==> config.mk <==
export PLATFORM = sky130hd
export DESIGN_NAME = bp_be_fcsr_unit
export DESIGN_NICKNAME = d
export VERILOG_FILES = /design/src/rtl/bp_be_hardfloat_pkg.sv /design/src/rtl/bp_be_fflags_pipe.sv /design/src/rtl/bp_be_fcsr_unit.sv
export SDC_FILE = /design/constraint.sdc
export NUM_CORES = 1
export LEC_CHECK = 0
export CELL_PAD_IN_SITES_DETAIL_PLACEMENT = 1
export CELL_PAD_IN_SITES_GLOBAL_PLACEMENT = 1
export CORE_MARGIN = 2
export CORE_UTILIZATION = 34
export CTS_BUF_LIST = sky130_fd_sc_hd__clkbuf_4 sky130_fd_sc_hd__clkbuf_8
export DETAILED_ROUTE_END_ITERATION = 7
export PLACE_DENSITY_LB_ADDON = 0.1
export SYNTH_ARGS = -nofsm -noshare
export SYNTH_HDL_FRONTEND = slang
export SYNTH_SLANG_ARGS = --single-unit
==> constraint.sdc <==
create_clock -name clk_i -period 2.3 [get_ports clk_i]
set_clock_uncertainty 0.1 [all_clocks]
set_input_delay 0.46 -clock clk_i [delete_from_list [all_inputs] [get_ports clk_i]]
set_output_delay 0.46 -clock clk_i [all_outputs]
set_load 0.01 [all_outputs]
==> src/rtl/bp_be_hardfloat_pkg.sv <==
// FP types shared by the BE floating-point units.
// Adds the FCSR op/address encodings used by bp_be_fcsr_unit.
package bp_be_hardfloat_pkg;

  typedef struct packed {
    logic nv;
    logic dz;
    logic of;
    logic uf;
    logic nx;
  } bsg_fp_eflags_s;

  typedef enum logic [2:0] {
    e_rne = 3'b000,
    e_rtz = 3'b001,
    e_rdn = 3'b010,
    e_rup = 3'b011,
    e_rmm = 3'b100,
    e_dyn = 3'b111
  } bsg_fp_rm_e;

  typedef enum logic [1:0] {
    e_fcsr_w = 2'd0,
    e_fcsr_s = 2'd1,
    e_fcsr_c = 2'd2,
    e_fcsr_r = 2'd3
  } bp_fcsr_op_e;

  typedef enum logic [1:0] {
    e_fflags = 2'd1,
    e_frm    = 2'd2,
    e_fcsr   = 2'd3
  } bp_fcsr_addr_e;

  function automatic logic [4:0] fcsr_apply(
    input bp_fcsr_op_e op,
    input logic [4:0]  old,
    input logic [4:0]  d
  );
    logic [4:0] r;
    r = old;
    case (op)
      e_fcsr_w: r = d;
      e_fcsr_s: r = old | d;
      e_fcsr_c: r = old & ~d;
      default:  r = old;
    endcase
    return r;
  endfunction

endpackage

==> src/rtl/bp_be_fflags_pipe.sv <==
// One FP pipe's exception-flag delay line up to the commit point.
// Flush kills every in-flight entry, including the one being loaded.
module bp_be_fflags_pipe
  import bp_be_hardfloat_pkg::*;
#(
  parameter int commit_lat_p = 2
) (
  input  logic           clk_i,
  input  logic           reset_n_i,
  input  logic           flush_i,
  input  logic           v_i,
  input  bsg_fp_eflags_s flags_i,
  output logic           v_o,
  output bsg_fp_eflags_s flags_o
);

  logic [commit_lat_p-1:0]      v_q, v_d;
  logic [commit_lat_p-1:0][4:0] flags_q, flags_d;

  always_comb begin
    v_d        = v_q;
    flags_d    = flags_q;
    v_d[0]     = v_i;
    flags_d[0] = flags_i;
    for (int i = 1; i < commit_lat_p; i++) begin
      v_d[i]     = v_q[i-1];
      flags_d[i] = flags_q[i-1];
    end
    if (flush_i)
      v_d = '0;
  end

  always_ff @(posedge clk_i) begin
    if (!reset_n_i) begin
      v_q     <= '0;
      flags_q <= '0;
    end else begin
      v_q     <= v_d;
      flags_q <= flags_d;
    end
  end

  assign v_o     = v_q[commit_lat_p-1];
  assign flags_o = bsg_fp_eflags_s'(flags_q[commit_lat_p-1]);

endmodule

==> src/rtl/bp_be_fcsr_unit.sv <==
// FP CSR unit: owns fflags/frm, accrues committed flags,
// serves CSR accesses and resolves dynamic rounding mode.
module bp_be_fcsr_unit
  import bp_be_hardfloat_pkg::*;
#(
  parameter int num_pipes_p  = 3,
  parameter int commit_lat_p = 2
) (
  input  logic                     clk_i,
  input  logic                     reset_n_i,
  input  logic [num_pipes_p-1:0]   flags_v_i,
  input  logic [5*num_pipes_p-1:0] flags_i,
  input  logic                     flush_i,
  input  logic                     csr_v_i,
  input  logic [1:0]               csr_op_i,
  input  logic [1:0]               csr_addr_i,
  input  logic [7:0]               csr_data_i,
  output logic [7:0]               csr_data_o,
  input  logic [2:0]               rm_i,
  output logic [2:0]               rm_o,
  output logic                     rm_illegal_o,
  output logic [4:0]               fflags_o,
  output logic [2:0]               frm_o,
  output logic                     dirty_o
);

  logic [num_pipes_p-1:0]      tail_v;
  logic [num_pipes_p-1:0][4:0] tail_flags;

  for (genvar p = 0; p < num_pipes_p; p++) begin : g_pipe
    bsg_fp_eflags_s tail_s;
    bp_be_fflags_pipe #(
      .commit_lat_p(commit_lat_p)
    ) u_pipe (
      .clk_i    (clk_i),
      .reset_n_i(reset_n_i),
      .flush_i  (flush_i),
      .v_i      (flags_v_i[p]),
      .flags_i  (bsg_fp_eflags_s'(flags_i[5*p+:5])),
      .v_o      (tail_v[p]),
      .flags_o  (tail_s)
    );
    assign tail_flags[p] = tail_s;
  end

  logic [4:0] fflags_q, fflags_d, fflags_csr, accrue;
  logic [2:0] frm_q, frm_d, frm_csr;
  logic       chg_q, chg_d;
  logic       dirty_q, dirty_d;
  logic [4:0] frm_ext;
  bp_fcsr_op_e op;

  assign op = bp_fcsr_op_e'(csr_op_i);

  always_comb begin
    accrue     = '0;
    fflags_csr = fflags_q;
    frm_ext    = {2'b00, frm_q};
    csr_data_o = '0;
    for (int p = 0; p < num_pipes_p; p++)
      if (tail_v[p])
        accrue = accrue | tail_flags[p];
    case (csr_addr_i)
      e_fflags: csr_data_o = {3'b000, fflags_q};
      e_frm:    csr_data_o = {5'b00000, frm_q};
      e_fcsr:   csr_data_o = {frm_q, fflags_q};
      default:  csr_data_o = '0;
    endcase
    if (csr_v_i) begin
      case (csr_addr_i)
        e_fflags: fflags_csr = fcsr_apply(op, fflags_q, csr_data_i[4:0]);
        e_frm: frm_ext = fcsr_apply(op, {2'b00, frm_q}, {2'b00, csr_data_i[2:0]});
        e_fcsr: begin
          fflags_csr = fcsr_apply(op, fflags_q, csr_data_i[4:0]);
          frm_ext = fcsr_apply(op, {2'b00, frm_q}, {2'b00, csr_data_i[7:5]});
        end
        default: ;
      endcase
    end
    frm_csr  = frm_ext[2:0];
    // CSR op belongs to a younger instr; committed flags still land on top
    fflags_d = fflags_csr | accrue;
    frm_d    = frm_csr;
    chg_d    = (fflags_d != fflags_q) || (frm_d != frm_q);
    dirty_d  = chg_q;
  end

  always_ff @(posedge clk_i) begin
    if (!reset_n_i) begin
      fflags_q <= '0;
      frm_q    <= e_rne;
      chg_q    <= 1'b0;
      dirty_q  <= 1'b0;
    end else begin
      fflags_q <= fflags_d;
      frm_q    <= frm_d;
      chg_q    <= chg_d;
      dirty_q  <= dirty_d;
    end
  end

  always_comb begin
    rm_o         = (rm_i == e_dyn) ? frm_q : rm_i;
    rm_illegal_o = (rm_o == 3'b101) || (rm_o == 3'b110)
                || (rm_o == 3'b111);
  end

  assign fflags_o = fflags_q;
  assign frm_o    = frm_q;
  assign dirty_o  = dirty_q;

endmodule

==> metrics.md, run 1 <==
| Metric | Value |
|---|---|
| Outcome | finished clean |
| Clock buffer depth | 2 |
| Routed wire per std cell | 14.11 um |
| Worst setup margin | ~0.047 ns |
| Worst slew pin tran | 0.4976 ns |
| Vias/cell | 4.986 |
| Clk slew on worst S/H paths | roughly 0.090 ns |
| Synth Area in Compound Gates | 0.1712 |
| Max Cap Violations | 0 |
| Critical Path AT | approximately 1.7 ns |
| Worst-Skew Late Latency | around 0.29 ns |
| CTS tree | yes |
| CP max stage cell | clkdlybuf4s50_1 |
| Vias | 1,730 |
| Area occupied by multi-input gates | between 800 and 900 um2 |
| Yosys reg bits | 46 |
| Sequential standard cell area | a little over 900 um2 |
| Layout cells sized above 1 | 0.1273 |
| DRT iter0 DRCs | 65 |
| Initial core utilization | 0.3461 |
| CP most frequent cell | clkdlybuf4s50_1 |
| Die X | 78.17 um |
| Vias in the first global route | 1,656 |
| Synthesis Warnings | 0 |
| FMAX | 443.8 MHz |
| Post-synthesis mux area share | 0.01605 |
| Adder-Cell Fraction of Synth Area | 0 |
| Nets@finish | between 300 and 400 |
| First-pass GRT wire length | 7824 um |
| Die Area | slightly above 6000 um2 |
| Synthesized netlist cell count | 198 |
| Clock sinks | between 40 and 50 |
| Ant diodes | 0 |
| VDD IR-drop max | ~0.36 mV |
| Max incr delay on CP | 0.51 ns |
| Height of the die | roughly 80 um |
| GRT overflow | 0 |
| Setup TNS | 0 ns |
| Fillers | between 600 and 700 |
| Worst-path maximum fanout | 3 |
| Area Growth Syn to Fin | 48.96% |
| LEAKAGE | 1.128 nW |
| Post-synth design cell area | between 1500 and 2000 um2 |
| Pre-CTS WS | -0.1920 ns |
| Main combinational cell family by area after synthesis | simple AND/OR/NAND/NOR gates |
| Final Critical Period | ~2.3 ns |
| Largest net degree at the start of global routing | 32 |
| PwrDens | 612.8 nW/um2 |
| HPWL after detailed placement | approximately 3700 um |
| Crit-path cells | clkdlybuf4s50_1, nand2_1, o21a_1, clkdlybuf4s50_1 |
| DRC Markers | 0 |
| Post-Place Cells | 339 |
| Sequential-to-total area share from yosys stat | 0.4923 |
| Synth Area in Simple Gates | 0.2669 |
| Final GP Congestion | 0.7792 |
| GRT Overall Usage | 0.1622 |
| Routed Antenna Nets | 0 |
| Worst Setup Path Type | primary input to output port |
| Most common cell after layout, fill and taps aside | clkdlybuf4s50_1 |
| Synth cell types | 41 |
| Fin. max-slew vios | 0 |
| Num CTS Buffers | 5 |
| I/O Buffers | 57 |
| Slew Limit Headroom | 0.6683 |
| Final WL | 4896 um |
| Core Area | 5405 um2 |
| Xor/xnor share of the synthesized area | 0.01873 |
| Most frequent cells in the layout | clkdlybuf4s50_1 (47), dfxtp_1 (46), and2_1 (39), buf_4 (21), dlygate4sd2_1 (9) |
| Type of the worst min-delay path | flip-flop to flip-flop |
| Worst Setup End Kind | output port |
| H-tree Lvls | 2 |
| Root Buffer | clkbuf_8 |
| DRT Pass-1 Iters | 4 |
| Fin crit share | 0.9796 |
| RSZ-0062 raised after global routing | false |
| Required time worst endpoint | around 1.7 ns |
| Post-synth net total | ~240 |
| Num ports | 58 |
| Antenna violations before repair | 0 |
| # rows | 27 |
| Post-CTS Setup Repair Bufs | 0 |
| Critical Path Start Type | primary input |
| Hold Vio Cnt, Final | 0 |
| # setup viols final | 0 |
| Post-Syn Area per Cell | 9.447 um2 |
| Non-Filler Instances | 347 |
## routing by layer
layer,track usage,vias to the layer above,share of wire
met5,0,-,0
met4,0.03684,0,0.0074
met3,0.03448,4,0.041
met2,0.2991,41,0.52
met1,0.1918,838,0.43
li1,-,847,-
## path summary, 6_finish.rpt
path	startpoint	endpoint	slack, ns	cells past startpoint
min reg2reg	g_pipe[1].u_pipe.v_q[0]	g_pipe[1].u_pipe.v_q[1]	0.33	1
max reg2reg	g_pipe[0].u_pipe.v_q[1]	chg_q	0.39	5
max	rm_i[2]	rm_o[0]	0.05	4
min	g_pipe[1].u_pipe.v_q[0]	g_pipe[1].u_pipe.v_q[1]	0.33	1
## Yosys cell counts, drive strengths merged
| cell type | count | area [um2] |
|---|---|---|
| a41o | 1 | 10.01 |
| o21a | 3 | 22.52 |
| or2 | 2 | 12.52 |
| a221o | 1 | 10.01 |
| a31oi | 6 | 37.54 |
| o21ai | 7 | 35.03 |
| clkinv | 1 | 3.750 |
| nor2b | 7 | 43.79 |
| a222oi | 5 | 50.05 |
| a221oi | 1 | 8.760 |
| xnor2 | 4 | 35.03 |
| a21oi | 8 | 40.04 |
| o211ai | 1 | 7.510 |
| buf | 1 | 5.000 |
| nand4b | 3 | 26.28 |
| inv | 5 | 18.77 |
| nor3 | 3 | 15.01 |
| o22ai | 2 | 12.51 |
| or3b | 1 | 8.760 |
| nor2 | 7 | 26.28 |
| nand3b | 2 | 15.01 |
| and3b | 1 | 8.760 |
| and3 | 3 | 18.77 |
| mux2i | 3 | 30.03 |
| clkbuf | 10 | 37.54 |
| a211o | 3 | 26.28 |
| a41oi | 1 | 8.760 |
| nor4 | 1 | 12.51 |
| and2 | 39 | 244.0 |
| a311oi | 1 | 8.760 |
| a21boi | 1 | 7.510 |
| dfxtp | 46 | 920.9 |
| nand2 | 7 | 26.28 |
| or3 | 1 | 6.260 |
| nor4b | 1 | 8.760 |
| a22o | 3 | 26.28 |
| nand4 | 1 | 6.260 |
| a32oi | 1 | 8.760 |
| nand3 | 4 | 20.02 |
## what timing repair did
item                       CTS  global route
hold endpoints to repair     0             0
hold buffers                 0             0
gates resized for setup     14             1
gates cloned                 0             0
setup endpoints to repair   10             1
## where the power goes
part           internal (W)  switching, W
Combinational      0.000150     0.0000996
Sequential         0.000833     0.0000188
Clock              0.000326      0.000280
Total               0.00131      0.000399
## cell families after synthesis
logic type | count (synthesis)
compound gates | 45
flops | 46
mux | 3
simple gates | 83
buf+inv | 17
xor+xnor | 4
## layout make-up
cell class / count / area share
Tap cell: 72 / 0.03233
Inverter: 6 / 0.008083
Clock buffer: 5 / 0.02470
Timing Repair Buffer: 80 / 0.2663
Clock inverter: 3 / 0.01572
Sequential cell: 46 / 0.3305
Multi-Input combinational cell: 135 / 0.3224
## sequential cells by signal, indices dropped and copies added, names as in the netlist
signal                 flops
g_pipe.u_pipe.flags_d     15
g_pipe.u_pipe.flags_o     15
g_pipe.u_pipe.v_q          6
fflags_o                   5
frm_o                      3
chg_q                      1
dirty_o                    1
## worst max-delay path, delay by kind of cell
| family | cells | cell delay [ns] |
|---|---|---|
| buffers and inverters | 2 | 0.98 |
| AO/OA/AOI/OAI | 1 | 0.18 |
| AND/OR/NAND/NOR | 1 | 0.07 |
## per-stage QoR
step	cell area [um2]	util	total power, W	hold slack (ns)
finish	2786	0.5155	0.001707	0.3327
global placement	2661	0.4924	0.001117	0.3141
detailed placement	2661	0.4924	0.001125	0.3128
CTS	2784	0.5150	0.001723	0.3338
global route	2786	0.5155	0.001785	0.3575
floorplan	1871	-	0.0009698	0.3057
No activity file was read; power rests on OpenSTA's default activity.
==> run 2: changes to the inputs <==
--- a/config.mk
+++ b/config.mk
@@ -5,9 +5,9 @@
 export SDC_FILE = /design/constraint.sdc
 export NUM_CORES = 1
 export LEC_CHECK = 0
+export CAP_MARGIN = 10
 export CELL_PAD_IN_SITES_DETAIL_PLACEMENT = 1
 export CELL_PAD_IN_SITES_GLOBAL_PLACEMENT = 1
-export CORE_MARGIN = 2
 export CORE_UTILIZATION = 34
 export CTS_BUF_LIST = sky130_fd_sc_hd__clkbuf_4 sky130_fd_sc_hd__clkbuf_8
 export DETAILED_ROUTE_END_ITERATION = 7
==> run 2 against run 1 <==
Effect of this change:
- hold slack barely moved
- combinational power barely moved
- global-route usage rose by 2.2 points
- sequential power barely moved
- critical path type unchanged
- critical endpoint unchanged
- highest routed layer unchanged
==> metrics.md, run 2 (synthesized netlist as in run 1, its figures left out) <==
| Metric | Value |
|---|---|
| Worst Setup Path Type | primary input to output port |
| Critical Path Start Type | primary input |
| H-tree Lvls | 2 (unchanged) |
| Most common cell after layout, fill and taps aside | clkdlybuf4s50_1 |
| GRT overflow | 0 (unchanged) |
| Worst-Skew Late Latency | 0.29 ns (about the same) |
| CP max stage cell | clkdlybuf4s50_1 |
| Post-route cell area | 2785 um2 (about the same) |
| I/O Buffers | 57 (unchanged) |
| Most frequent cells in the layout | clkdlybuf4s50_1 (48), dfxtp_1 (46), and2_1 (39), buf_4 (23), dlygate4sd2_1 (9) |
| First-pass GRT wire length | 8404 um (+7.4%) |
| Antenna violations before repair | 0 (unchanged) |
| Core Area | 5205 um2 (-3.7%) |
| Worst slew pin tran | 0.5701 ns (+0.07250 ns) |
| PwrDens | 612.5 nW/um2 (about the same) |
| Post-Place Cell Area | 2659 um2 (about the same) |
| Vias in the first global route | 1,726 (+4.2%) |
| Cells on worst reg2reg path | 6 (+1) |
| Ant diodes | 0 (unchanged) |
| Largest net degree at the start of global routing | 32 (unchanged) |
| # rows | 26 (-3.7%) |
| Type of the worst min-delay path | flip-flop to flip-flop |
| HPWL after detailed placement | 3620 um (-3.2%) |
| DRC Markers | 0 (unchanged) |
| Layout cells sized above 1 | 0.1300 (+0.002691) |
| Post-Place Cells | 337 (-0.59%) |
| Final WL | 5000 um (+2.1%) |
| Worst-path maximum fanout | 3 (unchanged) |
| Routed wire per std cell | 14.41 um (+2.1%) |
| Fin. max-slew vios | 0 (unchanged) |
| Reg-to-reg endpoint | chg_q |
| RSZ-0062 raised after global routing | false |
| Initial core utilization | 0.3594 (+0.01331) |
| Worst Setup End Kind | output port |
| Final GP Congestion | 0.8032 (+3.1%) |
| Metal-1 WL | 2239 um (+5.4%) |
| Required time worst endpoint | 1.74 ns (about the same) |
| DRT Pass-1 Iters | 5 (+1) |
| Num CTS Buffers | 5 (unchanged) |
| Hold Vio Cnt, Final | 0 (unchanged) |
| Clock buffer depth | 2 (unchanged) |
| Critical Path AT | 1.69 ns (about the same) |
| Vias/cell | 4.841 (-2.9%) |
| CTS tree | yes |
| Slew Limit Headroom | 0.6199 (-0.04833) |
| LEAKAGE | 1.120 nW (-0.70%) |
| Max incr delay on CP | 0.50 ns (about the same) |
| Fin crit share | 0.9789 (about the same) |
| Worst setup path start | rm_i[2] |
| Routed Antenna Nets | 0 (unchanged) |
| Final Critical Period | 2.251 ns (-0.001643 ns) |
| Die Area | 5802 um2 (-5.1%) |
| DR top layer | met4 |
| DRT iter0 DRCs | 75 (+15%) |
| FMAX | 444.2 MHz (about the same) |
| Crit-path cells | clkdlybuf4s50_1, nand2_1, o21a_1, clkdlybuf4s50_1 |
| Area Growth Syn to Fin | 48.90% (about the same) |
| Num ports | 58 (unchanged) |
| Clk slew on worst S/H paths | 0.09 ns (about the same) |
| # setup viols final | 0 (unchanged) |
| DR WL met2 | 2519 um (-0.55%) |
| Met3 wire length | 188 um (-6.9%) |
| VDD IR-drop max | 0.3376 mV (-7.3%) |
| Max Cap Violations | 0 (unchanged) |
| Fillers | 611 (-2.7%) |
| Non-Filler Instances | 347 (unchanged) |
| Root Buffer | clkbuf_8 |
| Die X | 76.17 um (-2.6%) |
| GRT Overall Usage | 0.1837 (+0.02152) |
| Outcome | finished clean |
| CP most frequent cell | clkdlybuf4s50_1 |
| Register-to-register path setup slack | 0.45 ns (+0.06 ns) |
| Clock sinks | 46 (unchanged) |
| Nets@finish | 313 (+0.64%) |
| Worst R2R Start | g_pipe[0].u_pipe.v_q[1] |
| Vias | 1,680 (-2.9%) |
| Final total power | 0.001706 W (about the same) |
| Worst setup path endpoint | rm_o[0] |
| Height of the die | 76.17 um (-2.6%) |
run 2: cell types whose count changed in the layout (fill, tap and decap cells not counted):
cell / previous run / this run
buf_6: 2 / 1
inv_6: 1 / 0
a31oi_2: 1 / 0
a31oi_1: 5 / 6
dlymetal6s2s_1: 1 / 0
clkdlybuf4s50_1: 47 / 48
buf_2: 0 / 1
clkbuf_4: 0 / 1
clkinv_2: 1 / 0
clkinvlp_4: 0 / 1
buf_4: 21 / 23
run 2: layout make-up:
class / count / area, um2 / share of cell area
clock buffers: 6 / 76.32 / 0.02740
clock inverters: 2 / 37.54 / 0.01348
inverters: 6 / 22.52 / 0.008086
multi-input cells: 135 / 892.1 / 0.3203
flip-flops and latches: 46 / 920.9 / 0.3306
well taps: 70 / 87.58 / 0.03145
repair buffers: 82 / 748.2 / 0.2686
run 2: worst min path at each step:
| stage | from | endpoint | slack [ns] | depth (start not counted) |
|---|---|---|---|---|
| floorplan | g_pipe[0].u_pipe.v_q[0] | g_pipe[0].u_pipe.v_q[1] | 0.31 | 1 |
| global route | g_pipe[1].u_pipe.flags_d[7] | g_pipe[1].u_pipe.flags_o[2] | 0.35 | 1 |
| finish | g_pipe[2].u_pipe.v_q[0] | g_pipe[2].u_pipe.v_q[1] | 0.33 | 1 |
| detailed placement | g_pipe[2].u_pipe.v_q[0] | g_pipe[2].u_pipe.v_q[1] | 0.31 | 1 |
| global placement | g_pipe[0].u_pipe.v_q[0] | g_pipe[0].u_pipe.v_q[1] | 0.31 | 1 |
| CTS | g_pipe[2].u_pipe.v_q[0] | g_pipe[2].u_pipe.v_q[1] | 0.33 | 1 |
run 2: through the flow:
stage          setup TNS, ns  hold slack [ns]  utilization  setup WS (ns)
4_1_cts                    0           0.3348       0.5351        0.04750
3_5_place_dp          -1.367           0.3138       0.5108        -0.1753
6_report                   0           0.3331       0.5351        0.04856
5_1_grt                    0           0.3459       0.5351       0.004716
3_3_place_gp          -1.150           0.3138       0.5108        -0.1525
2_1_floorplan              0           0.3057            -         0.3179
run 2: worst max-delay path: cells and delay by family:
kind | cells | cell delay (ns)
AO/OA/AOI/OAI | 1 | 0.19
AND/OR/NAND/NOR | 1 | 0.06
buffers and inverters | 2 | 0.98
run 2: repair_timing:
action / in CTS / in global routing
endpoints found under the setup margin: 10 / 0
gates resized for setup: 12 / 0
setup buffers: 1 / 0
endpoints found under the hold margin: 0 / 0
hold buffers: 0 / 0
run 2: report_power, final:
group / total [W] / leakage, nW / internal, W / switching (W)
sequential: 0.000852 / 0.379 / 0.000833 / 0.0000194
clock: 0.000603 / 0.0548 / 0.000336 / 0.000267
combinational: 0.000251 / 0.686 / 0.000151 / 0.000101
run 2: layer usage:
layer,track usage,vias up
li1,-,850
met1,0.2292,781
met2,0.3145,43
met3,0.04431,6
met4,0.05192,0
met5,0,-
